$ cat src/rtl/msrv32_machine_control.sv
// msrv32_machine_control: machine-mode trap sequencer driving PC source, flush and CSR strobes.
// Rev 1.0
`default_nettype none

module msrv32_machine_control (
  input  logic       clk_in,
  input  logic       rst_in,
  input  logic       illegal_instr_in,
  input  logic       misaligned_instr_in,
  input  logic       misaligned_load_in,
  input  logic       misaligned_store_in,
  input  logic [4:0] opcode_6_to_2_in,
  input  logic [2:0] funct3_in,
  input  logic [6:0] funct7_in,
  input  logic [4:0] rs1_addr_in,
  input  logic [4:0] rs2_addr_in,
  input  logic [4:0] rd_addr_in,
  input  logic       e_irq_in,
  input  logic       s_irq_in,
  input  logic       t_irq_in,
  input  logic       mie_in,
  input  logic       meie_in,
  input  logic       msie_in,
  input  logic       mtie_in,
  output logic [1:0] pc_src_out,
  output logic       flush_out,
  output logic       trap_taken_out,
  output logic       set_epc_out,
  output logic       set_cause_out,
  output logic [3:0] cause_out,
  output logic       i_or_e_out,
  output logic       mie_clear_out,
  output logic       mie_set_out,
  output logic       instret_inc_out,
  output logic       misaligned_exception_out
);

  localparam logic [1:0] RESET       = 2'b00;
  localparam logic [1:0] OPERATING   = 2'b01;
  localparam logic [1:0] TRAP_TAKEN  = 2'b10;
  localparam logic [1:0] TRAP_RETURN = 2'b11;

  localparam logic [1:0] PC_BOOT = 2'b00;
  localparam logic [1:0] PC_EPC  = 2'b01;
  localparam logic [1:0] PC_TRAP = 2'b10;
  localparam logic [1:0] PC_NEXT = 2'b11;

  logic [1:0] state;
  logic [1:0] next_state;
  logic       is_system;
  logic       is_ecall;
  logic       is_ebreak;
  logic       is_mret;
  logic       exception;
  logic       irq_ext;
  logic       irq_sw;
  logic       irq_timer;
  logic       interrupt;
  logic       trap;
  logic [3:0] exc_cause;
  logic [3:0] int_cause;
  logic [3:0] cause_reg;
  logic       i_or_e_reg;

  assign is_system = (opcode_6_to_2_in == 5'b11100) && (funct3_in == 3'b000) &&
                     (rs1_addr_in == 5'd0) && (rd_addr_in == 5'd0);
  assign is_ecall  = is_system && (funct7_in == 7'b0000000) && (rs2_addr_in == 5'b00000);
  assign is_ebreak = is_system && (funct7_in == 7'b0000000) && (rs2_addr_in == 5'b00001);
  assign is_mret   = is_system && (funct7_in == 7'b0011000) && (rs2_addr_in == 5'b00010);

  assign exception = misaligned_instr_in | illegal_instr_in | is_ecall | is_ebreak |
                     misaligned_load_in | misaligned_store_in;

  assign irq_ext   = meie_in & e_irq_in;
  assign irq_sw    = msie_in & s_irq_in;
  assign irq_timer = mtie_in & t_irq_in;
  assign interrupt = mie_in & (irq_ext | irq_sw | irq_timer);
  assign trap      = exception | interrupt;

  // Cause chains follow the architectural priority order, not numeric code order.
  always_comb begin
    exc_cause = 4'd6;
    if (misaligned_instr_in)     exc_cause = 4'd0;
    else if (illegal_instr_in)   exc_cause = 4'd2;
    else if (is_ecall)           exc_cause = 4'd11;
    else if (is_ebreak)          exc_cause = 4'd3;
    else if (misaligned_load_in) exc_cause = 4'd4;
  end

  always_comb begin
    int_cause = 4'd7;
    if (irq_ext)     int_cause = 4'd11;
    else if (irq_sw) int_cause = 4'd3;
  end

  always_comb begin
    next_state = state;
    case (state)
      RESET:       next_state = OPERATING;
      OPERATING: begin
        if (trap)         next_state = TRAP_TAKEN;
        else if (is_mret) next_state = TRAP_RETURN;
        else              next_state = OPERATING;
      end
      TRAP_TAKEN:  next_state = OPERATING;
      TRAP_RETURN: next_state = OPERATING;
      default:     next_state = RESET;
    endcase
  end

  always_ff @(posedge clk_in) begin
    if (rst_in) begin
      state      <= RESET;
      cause_reg  <= 4'd0;
      i_or_e_reg <= 1'b0;
    end else begin
      state <= next_state;
      if ((state == OPERATING) && trap) begin
        cause_reg  <= exception ? exc_cause : int_cause;
        i_or_e_reg <= ~exception;
      end
    end
  end

  always_comb begin
    pc_src_out      = PC_BOOT;
    flush_out       = 1'b1;
    trap_taken_out  = 1'b0;
    set_epc_out     = 1'b0;
    set_cause_out   = 1'b0;
    mie_clear_out   = 1'b0;
    mie_set_out     = 1'b0;
    instret_inc_out = 1'b0;
    case (state)
      OPERATING: begin
        pc_src_out      = PC_NEXT;
        flush_out       = 1'b0;
        instret_inc_out = 1'b1;
      end
      TRAP_TAKEN: begin
        pc_src_out     = PC_TRAP;
        trap_taken_out = 1'b1;
        set_epc_out    = 1'b1;
        set_cause_out  = 1'b1;
        mie_clear_out  = 1'b1;
      end
      TRAP_RETURN: begin
        pc_src_out  = PC_EPC;
        mie_set_out = 1'b1;
      end
      default: begin
        pc_src_out = PC_BOOT;
      end
    endcase
  end

  assign cause_out  = cause_reg;
  assign i_or_e_out = i_or_e_reg;
  assign misaligned_exception_out = (state == OPERATING) &
                                    (misaligned_instr_in | misaligned_load_in | misaligned_store_in);

endmodule

`default_nettype wire

$ cat config.mk
export PLATFORM = sky130hd
export DESIGN_NAME = msrv32_machine_control
export DESIGN_NICKNAME = d
export VERILOG_FILES = /design/src/rtl/msrv32_machine_control.sv
export SDC_FILE = /design/constraint.sdc
export NUM_CORES = 1
export LEC_CHECK = 0
export CAP_MARGIN = 20
export CORE_MARGIN = 2
export CORE_UTILIZATION = 30
export CTS_BUF_LIST = sky130_fd_sc_hd__clkbuf_8
export DETAILED_ROUTE_END_ITERATION = 12
export PLACE_DENSITY = 0.82
export SKIP_LAST_GASP = 1
export SYNTH_ARGS = -nofsm -noshare
export SYNTH_HDL_FRONTEND = slang
export SYNTH_SLANG_ARGS = --single-unit
$ cat constraint.sdc
create_clock -name clk_in -period 2.4 [get_ports clk_in]
set_input_delay 0.48 -clock clk_in [delete_from_list [all_inputs] [get_ports clk_in]]
set_output_delay 0.48 -clock clk_in [all_outputs]
set_load 0.03 [all_outputs]
==> results by stage <==
Route:
- Summed over all layers, the routed wires come to 1900 um.
- The remaining number of nets flagged by the antenna check after routing is 0.
- Dividing the detail-routed wire length by the instance count gives 11.9 um.
- The violation count after the first detailed-route iteration is 12.
- After detailed routing, the number of remaining DRC violations is 0.
- The first TritonRoute pass finished after 4 iterations.
- The routed layout has 773 vias.
- The ratio of routed vias to standard cells is 4.83.

Floorplan:
- 58 I/O pins were placed.
- For this configuration, the core starts out at a cell density of 0.326.
- The standard cell core area is 1780 um2.
- The vertical die dimension is 48.0 um.
- The die covers 2310 um2.
- Row generation in the floorplan step produced 15 rows.
- The x dimension of the die is 48.0 um.

Global routing:
- The largest net degree at the start of global routing is 10.
- The via count of the first global-routing pass is 761.
- The overall track demand over capacity in global routing is 0.193.
- The initial antenna violation count was 0.
- Summed over all layers, the global routing overflow is 0.
- The first global-routing pass estimated 3120 um of wire.

Synth:
- Synthesis produced a netlist with a net count of 119.
- Of the post-synthesis cell area, the dominant cell type holds 0.241.
- The number of distinct library cells after synthesis is 32.
- A synthesized cell averages 8.19 um2.
- For this run, the register share of the synthesized area comes to 0.241.
- By area the synthesized netlist is led by sky130_fd_sc_hd__dfxtp_1 (24%), sky130_fd_sc_hd__ha_1 (11%), sky130_fd_sc_hd__mux2i_1 (6.9%).
- The number of cells produced by synthesis is 71.
- The synthesized design spends more area on one cell type than any other, namely sky130_fd_sc_hd__dfxtp_1.
- For this run, the number of Yosys warnings is 0.
- Counting flops and latches in the post-synthesis netlist gives 7.
- The mapped netlist covers 582 um2.

Pwr:
- Cell internal power was estimated by the tool at 0.373 mW.
- The ratio of total power to cell area is 433 nW/um2.
- The clock network fraction of design power is 0.291.
- Of the total power, the share spent switching nets is 0.318.
- VDD sags by at most 0.243 mV.
- The proportion of power drawn by combinational gates is 0.465.
- The analysis attributes to cell leakage a power of 0.501 nW.
- The share of total power dissipated in sequential elements is 0.244.
- The net switching component of the power is 0.174 mW.

Clock tree:
- No sink is reached through more buffers than the 2 on the longest clock path.
- TritonCTS built the clock tree.
- The number of buffers added to fix hold violations after cts is 0.
- The post-CTS repair timing setup buffer count is 0.
- The root buffer cell chosen for the clock tree is sky130_fd_sc_hd__clkbuf_8.
- The number of buffers inserted during clock tree synthesis is 3.
- The total clock sinks is 7.
- For the worst-skew pair, the clock arrives at the later sink with an insertion delay of 0.22 ns.
- CTS built an H-tree with a depth of 1.
- After clock tree synthesis, the clock-pin slew on the worst setup and hold paths is 0.04 ns.
- The count of instances resized after the clock tree is built is 0.

Timing:
- For the pin with the worst max-slew slack, the measured transition is 0.467 ns.
- The number of endpoints failing setup at the final stage is 0.
- Setup repair after global routing could not meet its margin everywhere.
- The number of max-slew violations in the final report was 0.
- Hold timing on the final database bottoms out at a slack of 0.488 ns.
- The final hold violation count is 0.
- Clock skew on the completed layout was measured at 0.000217 ns.
- The smallest clock period supported by the final layout is computed as 2.33 ns.
- The maximum clock rate is 429 MHz.
- The final cycle utilization of the critical path is 0.972.
- Setup total negative slack on the finished layout was measured at 0 ns.
- The worst slew margin relative to its limit is 0.685.

Worst setup path:
- The nature of the critical path endpoint is a flop.
- In this run the worst path has a maximum fanout of 4.
- For the worst setup path, the data required time is 2.55 ns.
- The arrival time at the worst endpoint is 2.48 ns.
- The register-to-register setup slack is 1.03 ns.
- The sort of element at the start of the critical path is an input pin.
- The critical setup path kind is input pin to flop.

Layout:
- The leading cell type in the layout, fill and taps excluded is sky130_fd_sc_hd__clkdlybuf4s50_1.
- The footprint of the flip-flops and latches is 140 um2.
- After the last flow step, the layout net total stands at 184.
- The number of filler cells placed in the layout is 145.
- Of the cells placed in the final design, the portion with a size suffix greater than 1 is 0.111.
- The diode insertion count for antenna repair is 0.
- The area added between synthesis and finish is 117%.
- In the final layout, the multi-input gates occupy 392 um2.
- Leaving out fill and tap cells, the most frequent cells in the layout are sky130_fd_sc_hd__clkdlybuf4s50_1 (56), sky130_fd_sc_hd__buf_4 (8), sky130_fd_sc_hd__inv_1 (7), sky130_fd_sc_hd__nor2_1 (7), sky130_fd_sc_hd__dfxtp_1 (7).

Placed design:
- The congestion estimate from routability-driven global placement came to 0.720.
- Buffers placed on the I/O ports in this run total 57.
- The sum of net half-perimeters after detailed placement is 1640 um.

Job:
- The max capacitance violation total is 0.

Outcome:
- The flow ran to the end, and the final reports show no timing, DRC or antenna violations.

Hold path:
- The path class of the tightest hold or removal check is flop to flop.
-- cell families after synthesis --
group	synth area share
AND/OR/NAND/NOR	0.355
AO/OA/AOI/OAI	0.136
buffers and inverters	0.0925
flip-flops	0.241
adder cells (fa/ha/maj)	0.108
multiplexers	0.0688
-- through the flow --
stage	instances	cell area (um2)	power [mW]	setup WS [ns]	utilization
after global placement	156	1210	0.386	-0.127	0.680
final	160	1260	0.547	0.0683	0.709
after detailed placement	156	1210	0.391	-0.179	0.680
after floorplan	71	582	0.258	0.336	-
after global routing	160	1260	0.575	-0.0169	0.709
after CTS	160	1260	0.553	0.0149	0.705
-- path summary, 6_finish.rpt --
| check | endpoint | cells after the start | start |
|---|---|---|---|
| worst min-delay path | cause_out[1]$_SDFFE_PP0P_ | 2 | cause_out[1]$_SDFFE_PP0P_ |
| worst max register to register | cause_out[0]$_SDFFE_PP0P_ | 6 | state[1]$_SDFF_PP0_ |
| worst min register to register | cause_out[1]$_SDFFE_PP0P_ | 2 | cause_out[1]$_SDFFE_PP0P_ |
| worst max-delay path | cause_out[1]$_SDFFE_PP0P_ | 6 | opcode_6_to_2_in[3] |
-- cell type report --
class                           instances  area share
Clock inverter                          1     0.00297
Timing Repair Buffer                   65       0.501
Tap cell                               25      0.0248
Sequential cell                         7       0.111
Inverter                                6      0.0178
Clock buffer                            3      0.0327
Multi-Input combinational cell         53       0.310
-- synthesized netlist by cell type --
master and number:
sky130_fd_sc_hd__a2111oi_0 1, sky130_fd_sc_hd__a21oi_1 2, sky130_fd_sc_hd__a22oi_1 1, sky130_fd_sc_hd__a311o_1 1, sky130_fd_sc_hd__a31oi_1 1, sky130_fd_sc_hd__a32o_1 1
sky130_fd_sc_hd__buf_1 1, sky130_fd_sc_hd__buf_2 1, sky130_fd_sc_hd__buf_4 3, sky130_fd_sc_hd__dfxtp_1 7, sky130_fd_sc_hd__ha_1 5, sky130_fd_sc_hd__inv_1 6
sky130_fd_sc_hd__mux2i_1 4, sky130_fd_sc_hd__nand2_1 2, sky130_fd_sc_hd__nand2b_1 2, sky130_fd_sc_hd__nand3_1 2, sky130_fd_sc_hd__nand4_1 2, sky130_fd_sc_hd__nand4b_1 1
sky130_fd_sc_hd__nor2_1 7, sky130_fd_sc_hd__nor2b_1 2, sky130_fd_sc_hd__nor3_1 4, sky130_fd_sc_hd__nor4_1 4, sky130_fd_sc_hd__nor4_2 1, sky130_fd_sc_hd__nor4b_1 1
sky130_fd_sc_hd__nor4b_2 1, sky130_fd_sc_hd__nor4bb_1 1, sky130_fd_sc_hd__o211ai_1 1, sky130_fd_sc_hd__o21ai_0 2, sky130_fd_sc_hd__o311ai_0 1, sky130_fd_sc_hd__or3_1 1
sky130_fd_sc_hd__or4_1 1, sky130_fd_sc_hd__or4_4 1
-- flip-flops by register name, indices dropped and copies added (netlist names) --
signal,flops
i_or_e_out,1
cause_out,4
state,2
-- power by group through the flow --
stage	logic (mW)	registers, mW	clock network (mW)
finish	0.254	0.133	0.159
global route	0.273	0.134	0.167
CTS	0.256	0.133	0.163
detailed placement	0.256	0.135	0
global placement	0.251	0.134	0
floorplan	0.115	0.143	0
-- critical path, stage by stage --
cell,delay [ns]
sky130_fd_sc_hd__clkdlybuf4s50_1,0.44
sky130_fd_sc_hd__nor4bb_1,0.27
sky130_fd_sc_hd__nand4_1,0.19
sky130_fd_sc_hd__or4_4,0.60
sky130_fd_sc_hd__a311o_1,0.37
sky130_fd_sc_hd__mux2i_1,0.12
-- metal layers --
metal  vias to the layer above  routed length [um]  track usage
met5                         -                   0            0
met4                         0                  12       0.0865
met3                         2                  85       0.0302
met2                        31                1030        0.347
met1                       345                 770        0.221
li1                        395                   -            -
Note: power is estimated with default switching activity, not from simulation.
